File: config.mk
export PLATFORM = sky130hd
export DESIGN_NAME = tmds_decoder
export DESIGN_NICKNAME = d
export VERILOG_FILES = /design/src/rtl/tmds_pkg.sv /design/src/rtl/tmds_word_decode.sv /design/src/rtl/tmds_decoder.sv
export SDC_FILE = /design/constraint.sdc
export NUM_CORES = 1
export LEC_CHECK = 0
export ABC_AREA = 1
export BUFFER_PORTS_ARGS = -buffer_cell sky130_fd_sc_hd__buf_2
export CAP_MARGIN = 5
export CORE_ASPECT_RATIO = 1.2
export CORE_UTILIZATION = 56
export DETAILED_ROUTE_END_ITERATION = 16
export HOLD_SLACK_MARGIN = 0.1
export MAX_ROUTING_LAYER = met4
export PLACE_DENSITY = 0.8
export SYNTH_ARGS = -nofsm -noshare
export SYNTH_HDL_FRONTEND = slang
export SYNTH_HIERARCHICAL = 1
export SYNTH_SLANG_ARGS = --single-unit
File: constraint.sdc
create_clock -name CLK -period 2.25 [get_ports CLK]
set_input_delay 0.225 -clock CLK [delete_from_list [all_inputs] [get_ports CLK]]
set_output_delay 0.225 -clock CLK [all_outputs]
set_load 0.02 [all_outputs]
File: src/rtl/tmds_pkg.sv
// Shared TMDS definitions: control tokens, decoder FSM states, data-word decode.
package tmds_pkg;

    localparam logic [9:0] TMDS_TOKEN_00 = 10'b1101010100;
    localparam logic [9:0] TMDS_TOKEN_01 = 10'b0010101011;
    localparam logic [9:0] TMDS_TOKEN_10 = 10'b0101010100;
    localparam logic [9:0] TMDS_TOKEN_11 = 10'b1010101011;

    typedef enum logic [1:0] {
        ST_SEARCH = 2'd0,
        ST_SLIP   = 2'd1,
        ST_WAIT   = 2'd2,
        ST_LOCKED = 2'd3
    } tmds_state_e;

    // Undo the optional inversion, then the XOR/XNOR transition chain.
    function automatic logic [7:0] tmds_decode_data(input logic [9:0] word);
        logic [7:0] q;
        logic [7:0] d;
        q    = word[9] ? ~word[7:0] : word[7:0];
        d    = '0;
        d[0] = q[0];
        for (int i = 1; i < 8; i++) begin
            d[i] = word[8] ? (q[i] ^ q[i-1]) : ~(q[i] ^ q[i-1]);
        end
        return d;
    endfunction

endpackage

File: src/rtl/tmds_word_decode.sv
// Combinational classification of one 10-bit TMDS word: token match plus data decode.
module tmds_word_decode
    import tmds_pkg::*;
(
    input  logic [9:0] din,
    output logic       is_token_c,
    output logic [1:0] ctrl_c,
    output logic [7:0] data_c
);

    // Token lookup; anything that is not one of the four tokens is data.
    always_comb begin
        is_token_c = 1'b1;
        ctrl_c     = 2'b00;
        data_c     = tmds_decode_data(din);
        case (din)
            TMDS_TOKEN_00: ctrl_c = 2'b00;
            TMDS_TOKEN_01: ctrl_c = 2'b01;
            TMDS_TOKEN_10: ctrl_c = 2'b10;
            TMDS_TOKEN_11: ctrl_c = 2'b11;
            default:       is_token_c = 1'b0;
        endcase
    end

endmodule

File: src/rtl/tmds_decoder.sv
// Single-channel TMDS receiver: word alignment by bit-slip search, then token/data decode.
// Optional statistics counters (SLIP_CNT, LOSS_CNT) are built when TMDS_DEC_STATS_EN is defined.
module tmds_decoder
    import tmds_pkg::*;
#(
    parameter int unsigned CTRL_RUN    = 8,
    parameter int unsigned LOCK_BLANKS = 4,
    parameter int unsigned TMO_W       = 12,
    parameter int unsigned SLIP_WAIT   = 3
) (
    input  logic       CLK,
    input  logic       RST,
    input  logic [9:0] DIN,
    output logic       BITSLIP,
    output logic       ALIGNED,
    output logic [7:0] DOUT,
    output logic [1:0] C,
    output logic       DE,
    output logic [7:0] SLIP_CNT,
    output logic [7:0] LOSS_CNT
);

    localparam int unsigned RUN_W   = $clog2(CTRL_RUN + 1);
    localparam int unsigned BLANK_W = $clog2(LOCK_BLANKS + 1);
    localparam int unsigned WAIT_W  = $clog2(SLIP_WAIT + 1);

    logic       is_token_c;
    logic [1:0] ctrl_c;
    logic [7:0] data_c;

    tmds_word_decode u_word_decode (
        .din        (DIN),
        .is_token_c (is_token_c),
        .ctrl_c     (ctrl_c),
        .data_c     (data_c)
    );

    tmds_state_e        state_q,   state_d;
    logic [RUN_W-1:0]   run_q,     run_d;
    logic [BLANK_W-1:0] blank_q,   blank_d;
    logic [TMO_W-1:0]   tmo_q,     tmo_d;
    logic [WAIT_W-1:0]  wait_q,    wait_d;
    logic               bitslip_q, bitslip_d;
    logic               aligned_q, aligned_d;
    logic [7:0]         dout_q,    dout_d;
    logic [1:0]         c_q,       c_d;
    logic               de_q,      de_d;

    logic               blank_evt_c;
    logic               tmo_exp_c;
    logic [RUN_W-1:0]   run_upd_c;

    // Blanking qualification: the token that brings the run to CTRL_RUN; run saturates after.
    always_comb begin
        blank_evt_c = is_token_c && (run_q == RUN_W'(CTRL_RUN - 1));
        tmo_exp_c   = (tmo_q == {TMO_W{1'b1}});
        run_upd_c   = '0;
        if (is_token_c) begin
            run_upd_c = (run_q == RUN_W'(CTRL_RUN)) ? run_q : run_q + RUN_W'(1);
        end
    end

    // Alignment FSM next state, counters and registered decode outputs.
    always_comb begin
        state_d   = state_q;
        run_d     = run_q;
        blank_d   = blank_q;
        tmo_d     = tmo_q;
        wait_d    = wait_q;
        bitslip_d = 1'b0;
        aligned_d = 1'b0;
        dout_d    = 8'h00;
        c_d       = 2'b00;
        de_d      = 1'b0;

        case (state_q)
            ST_SEARCH: begin
                run_d = run_upd_c;
                if (blank_evt_c) begin
                    tmo_d   = '0;
                    blank_d = blank_q + BLANK_W'(1);
                    if (blank_q == BLANK_W'(LOCK_BLANKS - 1)) begin
                        state_d = ST_LOCKED;
                    end
                end else if (tmo_exp_c) begin
                    state_d = ST_SLIP;
                end else begin
                    tmo_d = tmo_q + TMO_W'(1);
                end
            end
            ST_SLIP: begin
                run_d   = '0;
                blank_d = '0;
                tmo_d   = '0;
                wait_d  = '0;
                state_d = ST_WAIT;
            end
            ST_WAIT: begin
                if (wait_q == WAIT_W'(SLIP_WAIT - 1)) begin
                    wait_d  = '0;
                    state_d = ST_SEARCH;
                end else begin
                    wait_d = wait_q + WAIT_W'(1);
                end
            end
            ST_LOCKED: begin
                run_d = run_upd_c;
                if (blank_evt_c) begin
                    tmo_d = '0;
                end else if (tmo_exp_c) begin
                    tmo_d   = '0;
                    blank_d = '0;
                    state_d = ST_SEARCH;
                end else begin
                    tmo_d = tmo_q + TMO_W'(1);
                end
            end
            default: state_d = ST_SEARCH;
        endcase

        bitslip_d = (state_d == ST_SLIP);
        aligned_d = (state_d == ST_LOCKED);
        if (aligned_d) begin
            if (is_token_c) begin
                c_d = ctrl_c;
            end else begin
                de_d   = 1'b1;
                dout_d = data_c;
                c_d    = c_q;
            end
        end
    end

    // State and output registers.
    always_ff @(posedge CLK or negedge RST) begin
        if (!RST) begin
            state_q   <= ST_SEARCH;
            run_q     <= '0;
            blank_q   <= '0;
            tmo_q     <= '0;
            wait_q    <= '0;
            bitslip_q <= 1'b0;
            aligned_q <= 1'b0;
            dout_q    <= 8'h00;
            c_q       <= 2'b00;
            de_q      <= 1'b0;
        end else begin
            state_q   <= state_d;
            run_q     <= run_d;
            blank_q   <= blank_d;
            tmo_q     <= tmo_d;
            wait_q    <= wait_d;
            bitslip_q <= bitslip_d;
            aligned_q <= aligned_d;
            dout_q    <= dout_d;
            c_q       <= c_d;
            de_q      <= de_d;
        end
    end

    assign BITSLIP = bitslip_q;
    assign ALIGNED = aligned_q;
    assign DOUT    = dout_q;
    assign C       = c_q;
    assign DE      = de_q;

`ifdef TMDS_DEC_STATS_EN
    logic [7:0] slip_cnt_q, slip_cnt_d;
    logic [7:0] loss_cnt_q, loss_cnt_d;

    // Saturating counts of slip requests and lock losses.
    always_comb begin
        slip_cnt_d = slip_cnt_q;
        loss_cnt_d = loss_cnt_q;
        if ((state_q == ST_SEARCH) && (state_d == ST_SLIP) && (slip_cnt_q != 8'hFF)) begin
            slip_cnt_d = slip_cnt_q + 8'd1;
        end
        if ((state_q == ST_LOCKED) && (state_d == ST_SEARCH) && (loss_cnt_q != 8'hFF)) begin
            loss_cnt_d = loss_cnt_q + 8'd1;
        end
    end

    // Statistics registers, cleared only by reset.
    always_ff @(posedge CLK or negedge RST) begin
        if (!RST) begin
            slip_cnt_q <= 8'h00;
            loss_cnt_q <= 8'h00;
        end else begin
            slip_cnt_q <= slip_cnt_d;
            loss_cnt_q <= loss_cnt_d;
        end
    end

    assign SLIP_CNT = slip_cnt_q;
    assign LOSS_CNT = loss_cnt_q;
`else
    assign SLIP_CNT = 8'h00;
    assign LOSS_CNT = 8'h00;
`endif

endmodule

==> results of run 1 <==
logic make-up after synthesis:
kind of cell | synth area share (%)
simple gates | 32.9
xor+xnor | 2.18
other cells | 0.155
mux | 0.829
buf+inv | 15.1
fa+ha+maj | 4.66
flops | 37.3
compound gates | 6.84
cell usage in the layout (no fill, tap or decap), drive strengths merged:
| cell type | instances |
|---|---|
| a21oi | 4 |
| buf | 25 |
| clkbuf | 6 |
| clkinv | 1 |
| clkinvlp | 2 |
| conb | 16 |
| dfrtp | 36 |
| dlygate4sd3 | 1 |
| ha | 9 |
| inv | 56 |
| mux2i | 2 |
| nand2 | 94 |
| nand3 | 23 |
| nand4 | 4 |
| nor2 | 44 |
| o21a | 1 |
| o21ai | 14 |
| o21bai | 6 |
| xnor2 | 1 |
| xor2 | 5 |
path summary, 6_finish.rpt:
kind                                        start                      to  slack, ps  depth (start not counted)
setup / recovery             tmo_q[0]$_DFFE_PN0P_        C[1]$_DFFE_PN0P_        360                         11
hold / removal                             DIN[9]       DOUT[0]$_DFF_PN0_        270                          4
setup reg to reg             tmo_q[0]$_DFFE_PN0P_        C[1]$_DFFE_PN0P_        360                         11
hold reg to reg            blank_q[2]$_DFFE_PN0P_  blank_q[2]$_DFFE_PN0P_        500                          2
max in group asynchronous                     RST   wait_q[1]$_DFFE_PN0P_       1200                          2
min in group asynchronous                     RST   wait_q[0]$_DFFE_PN0P_        550                          2
power by group:
| group | leakage [nW] | internal, mW | switching (mW) |
|---|---|---|---|
| Sequential | 0.449 | 0.663 | 0.00367 |
| Combinational | 1.00 | 0.0509 | 0.111 |
| Clock | 0.0434 | 0.248 | 0.233 |
| Total | 1.49 | 0.961 | 0.348 |
synth_stat cells:
library cell               number
sky130_fd_sc_hd__a21oi_1        3
sky130_fd_sc_hd__a21oi_2        1
sky130_fd_sc_hd__buf_12         1
sky130_fd_sc_hd__buf_4         16
sky130_fd_sc_hd__buf_6          1
sky130_fd_sc_hd__clkinv_1       1
sky130_fd_sc_hd__conb_1         1
sky130_fd_sc_hd__dfrtp_1       36
sky130_fd_sc_hd__ha_1           9
sky130_fd_sc_hd__inv_1         50
sky130_fd_sc_hd__inv_2          6
sky130_fd_sc_hd__mux2i_1        2
sky130_fd_sc_hd__nand2_1       86
sky130_fd_sc_hd__nand2_2        5
sky130_fd_sc_hd__nand2_4        3
sky130_fd_sc_hd__nand3_1       21
sky130_fd_sc_hd__nand3_2        1
sky130_fd_sc_hd__nand3_4        1
sky130_fd_sc_hd__nand4_1        4
sky130_fd_sc_hd__nor2_1        30
sky130_fd_sc_hd__nor2_2         4
sky130_fd_sc_hd__nor2_4        10
sky130_fd_sc_hd__o21a_1         1
sky130_fd_sc_hd__o21ai_0       13
sky130_fd_sc_hd__o21ai_2        1
sky130_fd_sc_hd__o21bai_1       2
sky130_fd_sc_hd__o21bai_2       4
sky130_fd_sc_hd__xnor2_1        1
sky130_fd_sc_hd__xor2_1         5
routing by layer:
metal	global-route usage [%]	part of all wire, %	wire length [µm]	vias up
met3	4.17	3.6	149	9
li1	-	-	-	1000
met2	37.4	51	2100	42
met1	26.3	43	1800	893
met4	9.88	2.1	86	0
met5	-	0	0	-
area by class of cell:
cell class | count | area (µm²)
Inverter | 57 | 214
Multi-Input combinational cell | 223 | 1210
Tap cell | 54 | 67.6
Clock inverter | 2 | 15.0
Fill cell | 367 | 1410
Clock buffer | 6 | 82.6
Timing Repair Buffer | 26 | 138
Sequential cell | 36 | 901
worst register-to-register path, cell delays in order (launching register included):
cell	delay, ps
sky130_fd_sc_hd__dfrtp_1	410
sky130_fd_sc_hd__ha_1	200
sky130_fd_sc_hd__nand2_1	110
sky130_fd_sc_hd__nor2_4	150
sky130_fd_sc_hd__nand2_1	140
sky130_fd_sc_hd__nor2_4	140
sky130_fd_sc_hd__nand2_4	70
sky130_fd_sc_hd__nand2_2	70
sky130_fd_sc_hd__nand2_2	70
sky130_fd_sc_hd__inv_2	70
sky130_fd_sc_hd__nand3_4	230
sky130_fd_sc_hd__nor2_1	160
through the flow:
stage	instances	hold WS (ps)	instance area, µm²
floorplan	334	-70.6	2470
global placement	395	353	2520
detailed placement	395	363	2520
CTS	404	270	2620
global route	404	299	2620
finish	404	275	2620
flip-flops by register name (all words and copies together), names as in the netlist:
signal and cells:
DOUT 8, C 2, wait_q 2, BITSLIP 1, tmo_q 12, blank_q 3, ALIGNED 1, state_q 2
run_q 4, DE 1
what timing repair did:
action	CTS	global route
gates resized for setup	0	0
hold endpoints to repair	36	0
hold buffers	1	0
==> reports/results.txt, run 1 <==
Of the available clock period, the critical path in the final layout requires 83.9%. CTS built an H-tree with a depth of 2. The signal on the critical path passes through ha_1, nand2_1, nor2_4, nand2_1, nor2_4, nand2_4, nand2_2, nand2_2, inv_2, nand3_4, nor2_1. Die footprint: 0.00458 mm².

The kind of cell with the highest combined delay along the critical path is simple AND/OR/NAND/NOR gates. The number of clock buffers inserted by TritonCTS is 5. The placement row count was 25.

The run gives 3.23 mm as the HPWL after detailed placement. The number of clock sinks was 36; the yosys synthesis warning count was 6. After synthesis, the cell types taking the most area are sky130_fd_sc_hd__dfrtp_1 (37%), sky130_fd_sc_hd__nand2_1 (13%), sky130_fd_sc_hd__inv_1 (7.8%). The cell area power density was 499 mW/mm²; the number of hold violations in the final report was 0. After the first detailed-routing iteration, the DRC count stood at 101. The number of endpoints failing setup at the final stage is 0, and the total routing usage reported by global routing is 22.6%. For the setup clock skew after layout, the log shows 7.55 ps. The congestion estimate from routability-driven global placement came to 0.886. Total vias in the final route: 1,944. Entering global routing, the biggest net connects 37 pins. The max-slew violation count is 0, and the mean post-synth cell area is 7.57 µm². The via count of the first global-routing pass was 1,844; the count of different cell masters after synthesis was 29.

The tools report the final antenna-violating net count as 0. The first global-routing pass estimated 7.42 mm of wire. Routed wire length per instance: 10.2 µm.

The repair_antennas step left the layout with diodes totalling 0. The clock-pin slew on the worst setup and hold paths was 70 ps. Highest-delay cell along the critical path: sky130_fd_sc_hd__dfrtp_1. The worst min-delay path category is in -> reg. The tools report the achievable frequency as 530 MHz.

Before CTS, the worst setup slack after placement is 255 ps. The die extent in y came out at 74.0 µm. The floorplan step set the die width to 62.0 µm.

TritonCTS built the clock tree. Post-CTS timing repair inserted 0 buffers for setup. The run finished with clean final reports. On the worst path, the slowest cell contributes a delay of 410 ps.

In the routed design, unresolved DRC markers number 0. The measured slew at the worst slew-check pin works out to 789 ps. The floorplan step defined a core boundary enclosing 0.00404 mm². 41 I/O pins were placed. Setup repair after global routing left no endpoint under its margin. The number of buffer and inverter instances along the worst setup path was 1. The worst setup path is captured at a flip-flop. The layout cell share with drive strength beyond 1 was 19.7%; the endpoint arrival time on the critical path was 2110 ps.

The first detailed-routing pass ran for 4 iterations. The tools report the share of the yosys chip area belonging to registers as 37.3%. The total overflow left after global routing is 0.

Counting along the longest clock path gives a buffer depth of 2. The initial antenna violation count is 0, and the area of the mapped netlist is 0.00242 mm². The cell taking the most area after synthesis was sky130_fd_sc_hd__dfrtp_1. Measured against its own limit, the worst slew margin works out to 47.4%. Final setup TNS: 0 ps. The final critical-path required period is 1890 ps, and the post-synthesis instance total is 319.

Across the run, the number of max-cap violations was 0. The clock reaches the later pin of the worst-skew pair after 290 ps. The portion of synthesized cell area occupied by the leading cell type works out to 37.3%. Setup slack on the critical path of the routed design comes to 363 ps.

Of all nets on the critical path, the largest fanout is 12. The setup path with the least slack is of type reg -> reg. IR analysis of the VDD net gives a maximum drop of 0.327 mV.

Using the TritonRoute via totals, the vias-per-cell ratio works out to 4.81. The run gives 59.9% as the effective utilization at floorplan. Synthesis inferred 36 register bits. Power comes to 1.31 mW. The required time of the worst setup path is 2470 ps. The number of buffers inserted by port buffering is 24.

The logs give 4.13 mm for the total detailed-routing wirelength and 370 for the number of nets in the layout. The worst setup path is launched from a flip-flop. The area growth from synthesis to layout is 8.60%.

For the cell leakage power, the log shows 1.49 nW. CTS placed an instance of sky130_fd_sc_hd__clkbuf_8 at the clock tree root. For the utilization after layout, the log shows 65.0%.
Note: power is estimated with default switching activity, not from simulation.
==> run 2: changes to the inputs <==
--- a/config.mk
+++ b/config.mk
@@ -9,11 +9,11 @@
 export BUFFER_PORTS_ARGS = -buffer_cell sky130_fd_sc_hd__buf_2
 export CAP_MARGIN = 5
 export CORE_ASPECT_RATIO = 1.2
-export CORE_UTILIZATION = 56
+export CORE_UTILIZATION = 51
 export DETAILED_ROUTE_END_ITERATION = 16
 export HOLD_SLACK_MARGIN = 0.1
 export MAX_ROUTING_LAYER = met4
-export PLACE_DENSITY = 0.8
+export PLACE_DENSITY = 0.76
 export SYNTH_ARGS = -nofsm -noshare
 export SYNTH_HDL_FRONTEND = slang
 export SYNTH_HIERARCHICAL = 1
==> constraint.sdc (replaced) <==
create_clock -name CLK -period 1.6 [get_ports CLK]
set_input_delay 0.16 -clock CLK [delete_from_list [all_inputs] [get_ports CLK]]
set_output_delay 0.16 -clock CLK [all_outputs]
set_load 0.02 [all_outputs]
==> run 2 against run 1 <==
Compared with the run above: the flow now finishes with violations (setup timing); cell area grew 27%; count of clock-buffer cells in the layout unchanged; total power increased by 52%; worst hold slack worse by 57 ps; clock skew fell by 0.77 ps; largest power group unchanged.
==> reports/results.txt, run 2 (synthesized netlist as in run 1, its figures left out) <==
In the global route stage, overall resource usage came out at 23.2%. The cell area power density is 599 mW/mm², and the number of nets in the layout is 426. Buffers inserted during clock tree synthesis total 5. The initial antenna violation count came out at 0. In this run the remaining antenna-violating nets after routing total 0.

In this run the tool buffered the top-level ports with 24 buffer cells. Detailed placement finished with a half-perimeter wire length of 3.89 mm. The number of hold violations in the final report was 0. For the number of detailed-route iterations in the first pass, the log shows 4.

Summing all placed instances gives a cell area of 0.00286 mm². Across the run, the number of max-cap violations was 0. The required time of the worst setup path is 1830 ps, and the count of boundary I/O pins is 41. In the routed layout, each cell is associated on average with a via count of 4.83. Setup violations remaining at the end of the flow were counted as 14.

The total overflow reported by the global router is 0, and the highest net fanout along the worst path is 5. The register with the most flip-flops in the final layout is tmo_q. The final critical-path required period was 1650 ps. For this run, design rule violations remaining after detail routing come to 0.

Summing all multi-input logic gate instances after layout gives 0.00140 mm². The finished layout holds 464 standard cells, fillers aside. Leaving out fill and tap cells, the most frequent cell in the layout is sky130_fd_sc_hd__nand2_1. Wires add up to 5.62 mm.

Post-layout instance area: 0.00333 mm². The analysis attributes to cell leakage a power of 1.80 nW. The via count of the first global-routing pass is 2,216. The source-to-sink clock delay at the later pin of the worst-skew pair came out at 290 ps. The tools report the least setup slack across all paths after layout as -50.0 ps.

The area growth from synthesis to layout is 37.7%. The logs give 97 for the iteration-0 DRC count of the detailed router and 0.00502 mm² for the die footprint. The worst setup path is launched from a flip-flop. The tools report the deepest clock path buffer count as 2. Clock tree synthesis found a total of 36 sinks. The utilization after layout was 72.9%. The critical path start-end classification was reg -> reg. Setup repair after global routing could not meet its margin everywhere.

In the layout the commonest cells are sky130_fd_sc_hd__nand2_1 (69), sky130_fd_sc_hd__buf_4 (50), sky130_fd_sc_hd__inv_1 (45), sky130_fd_sc_hd__dfrtp_1 (35), sky130_fd_sc_hd__buf_2 (24). The tools report the core box area as 0.00456 mm². The tools report the endpoint arrival time on the critical path as 1880 ps. The run finished, with violations left. Across the whole layout, storage elements account for 902 µm². After detailed routing, the average wire length per cell comes to 12.1 µm.

The number of placed instances, taps included, is 442. The H-tree was split into 2 levels. For the placement row count, the log shows 27.

The worst hold path belongs to the class in -> reg. TritonCTS built the clock tree. The max-slew violation count is 0. The post-route netlist has 41.9% of its cells at a drive strength greater than 1. The clock-pin slew on the worst setup and hold paths is 70 ps. The die extent in y is 77.4 µm, and the largest net degree at the start of global routing is 20. After filler insertion, the fill cell instance count of the layout stands at 323.

The setup clock skew after layout was 6.78 ps. The checks that failed: setup timing. Setup slack after placement: -270 ps. For the effective utilization at floorplan, the log shows 53.0%.

The detailed router placed 2,240 vias in this run. The die span in x works out to 64.8 µm. The first global-routing pass estimated 8.78 mm of wire. The congestion estimate from routability-driven global placement came to 0.891.

The number of flip-flops in the largest register was 12; the final cycle utilization of the critical path was 103%. CTS placed an instance of sky130_fd_sc_hd__clkbuf_8 at the clock tree root. Number of inserted diodes: 0. The achievable frequency was 606 MHz.

Across the VDD grid, the largest voltage drop is 0.465 mV. STA classifies the critical path endpoint as a flip-flop.
==> run 2: changes by cell type in the layout (fill, tap and decap cells not counted), sizes merged <==
cell / before / now
clkinvlp: 2 / 0
inv: 56 / 57
buf: 25 / 81
bufinv: 0 / 1
==> run 2: metal layers <==
layer / track usage, % / wire (µm) / vias up
li1: - / - / 1105
met1: 22.8 / 2110 / 1067
met2: 42.6 / 3150 / 50
met3: 4.12 / 170 / 18
met4: 11.6 / 187 / 0
met5: - / 0 / -
==> run 2: path summary, 6_finish.rpt <==
kind,start,to,slack (ps),cells after the start
setup / recovery,tmo_q[0]$_DFFE_PN0P_,DE$_DFF_PN0_,-50,12
hold / removal,DIN[9],DOUT[0]$_DFF_PN0_,220,4
setup reg to reg,tmo_q[0]$_DFFE_PN0P_,DE$_DFF_PN0_,-50,12
hold reg to reg,blank_q[0]$_DFFE_PN0P_,blank_q[0]$_DFFE_PN0P_,490,1
max in group asynchronous,RST,tmo_q[9]$_DFFE_PN0P_,810,3
min in group asynchronous,RST,state_q[0]$_DFF_PN0_,340,2
==> run 2: stage by stage <==
stage               power (mW)  hold WS [ps]  setup TNS, ps
floorplan                 1.14          -136              0
CTS                       2.00           212          -15.0
global route              2.06           231          -2910
finish                    1.99           218           -518
global placement          1.20           125          -3130
detailed placement        1.21           130          -5280
==> run 2: report_power, final <==
group          internal [mW]  total [mW]  switching (mW)  leakage, nW
clock                  0.463       0.797           0.335       0.0552
sequential             0.932       0.939         0.00644        0.449
combinational         0.0922       0.257           0.165         1.29
total                   1.49        1.99           0.506         1.80
==> run 2: what timing repair did <==
action,CTS,global route
resized for setup,13,61
buffers inserted,5,9
endpoints found under the hold margin,17,0
pin swaps,1,16
endpoints found under the setup margin,23,32
hold buffers,1,0
==> run 2: cell type report <==
class | count | share of cell area (%)
Tap cell | 58 | 2.18
Clock inverter | 2 | 1.05
Multi-Input combinational cell | 223 | 42.1
Inverter | 57 | 6.73
Clock buffer | 6 | 2.18
Timing Repair Buffer | 82 | 18.6
Sequential cell | 36 | 27.1
==> run 2: worst max-delay path: stages, from the launching register on <==
cell and delay [ps]:
sky130_fd_sc_hd__dfrtp_1 360, sky130_fd_sc_hd__ha_2 200, sky130_fd_sc_hd__nand2_2 70, sky130_fd_sc_hd__nor2_4 120, sky130_fd_sc_hd__nand2_2 90, sky130_fd_sc_hd__nor2_4 120
sky130_fd_sc_hd__nand2_4 90, sky130_fd_sc_hd__nand2_2 80, sky130_fd_sc_hd__nand2_2 60, sky130_fd_sc_hd__inv_2 80, sky130_fd_sc_hd__nand3_4 90, sky130_fd_sc_hd__buf_12 160
sky130_fd_sc_hd__nor2_4 70
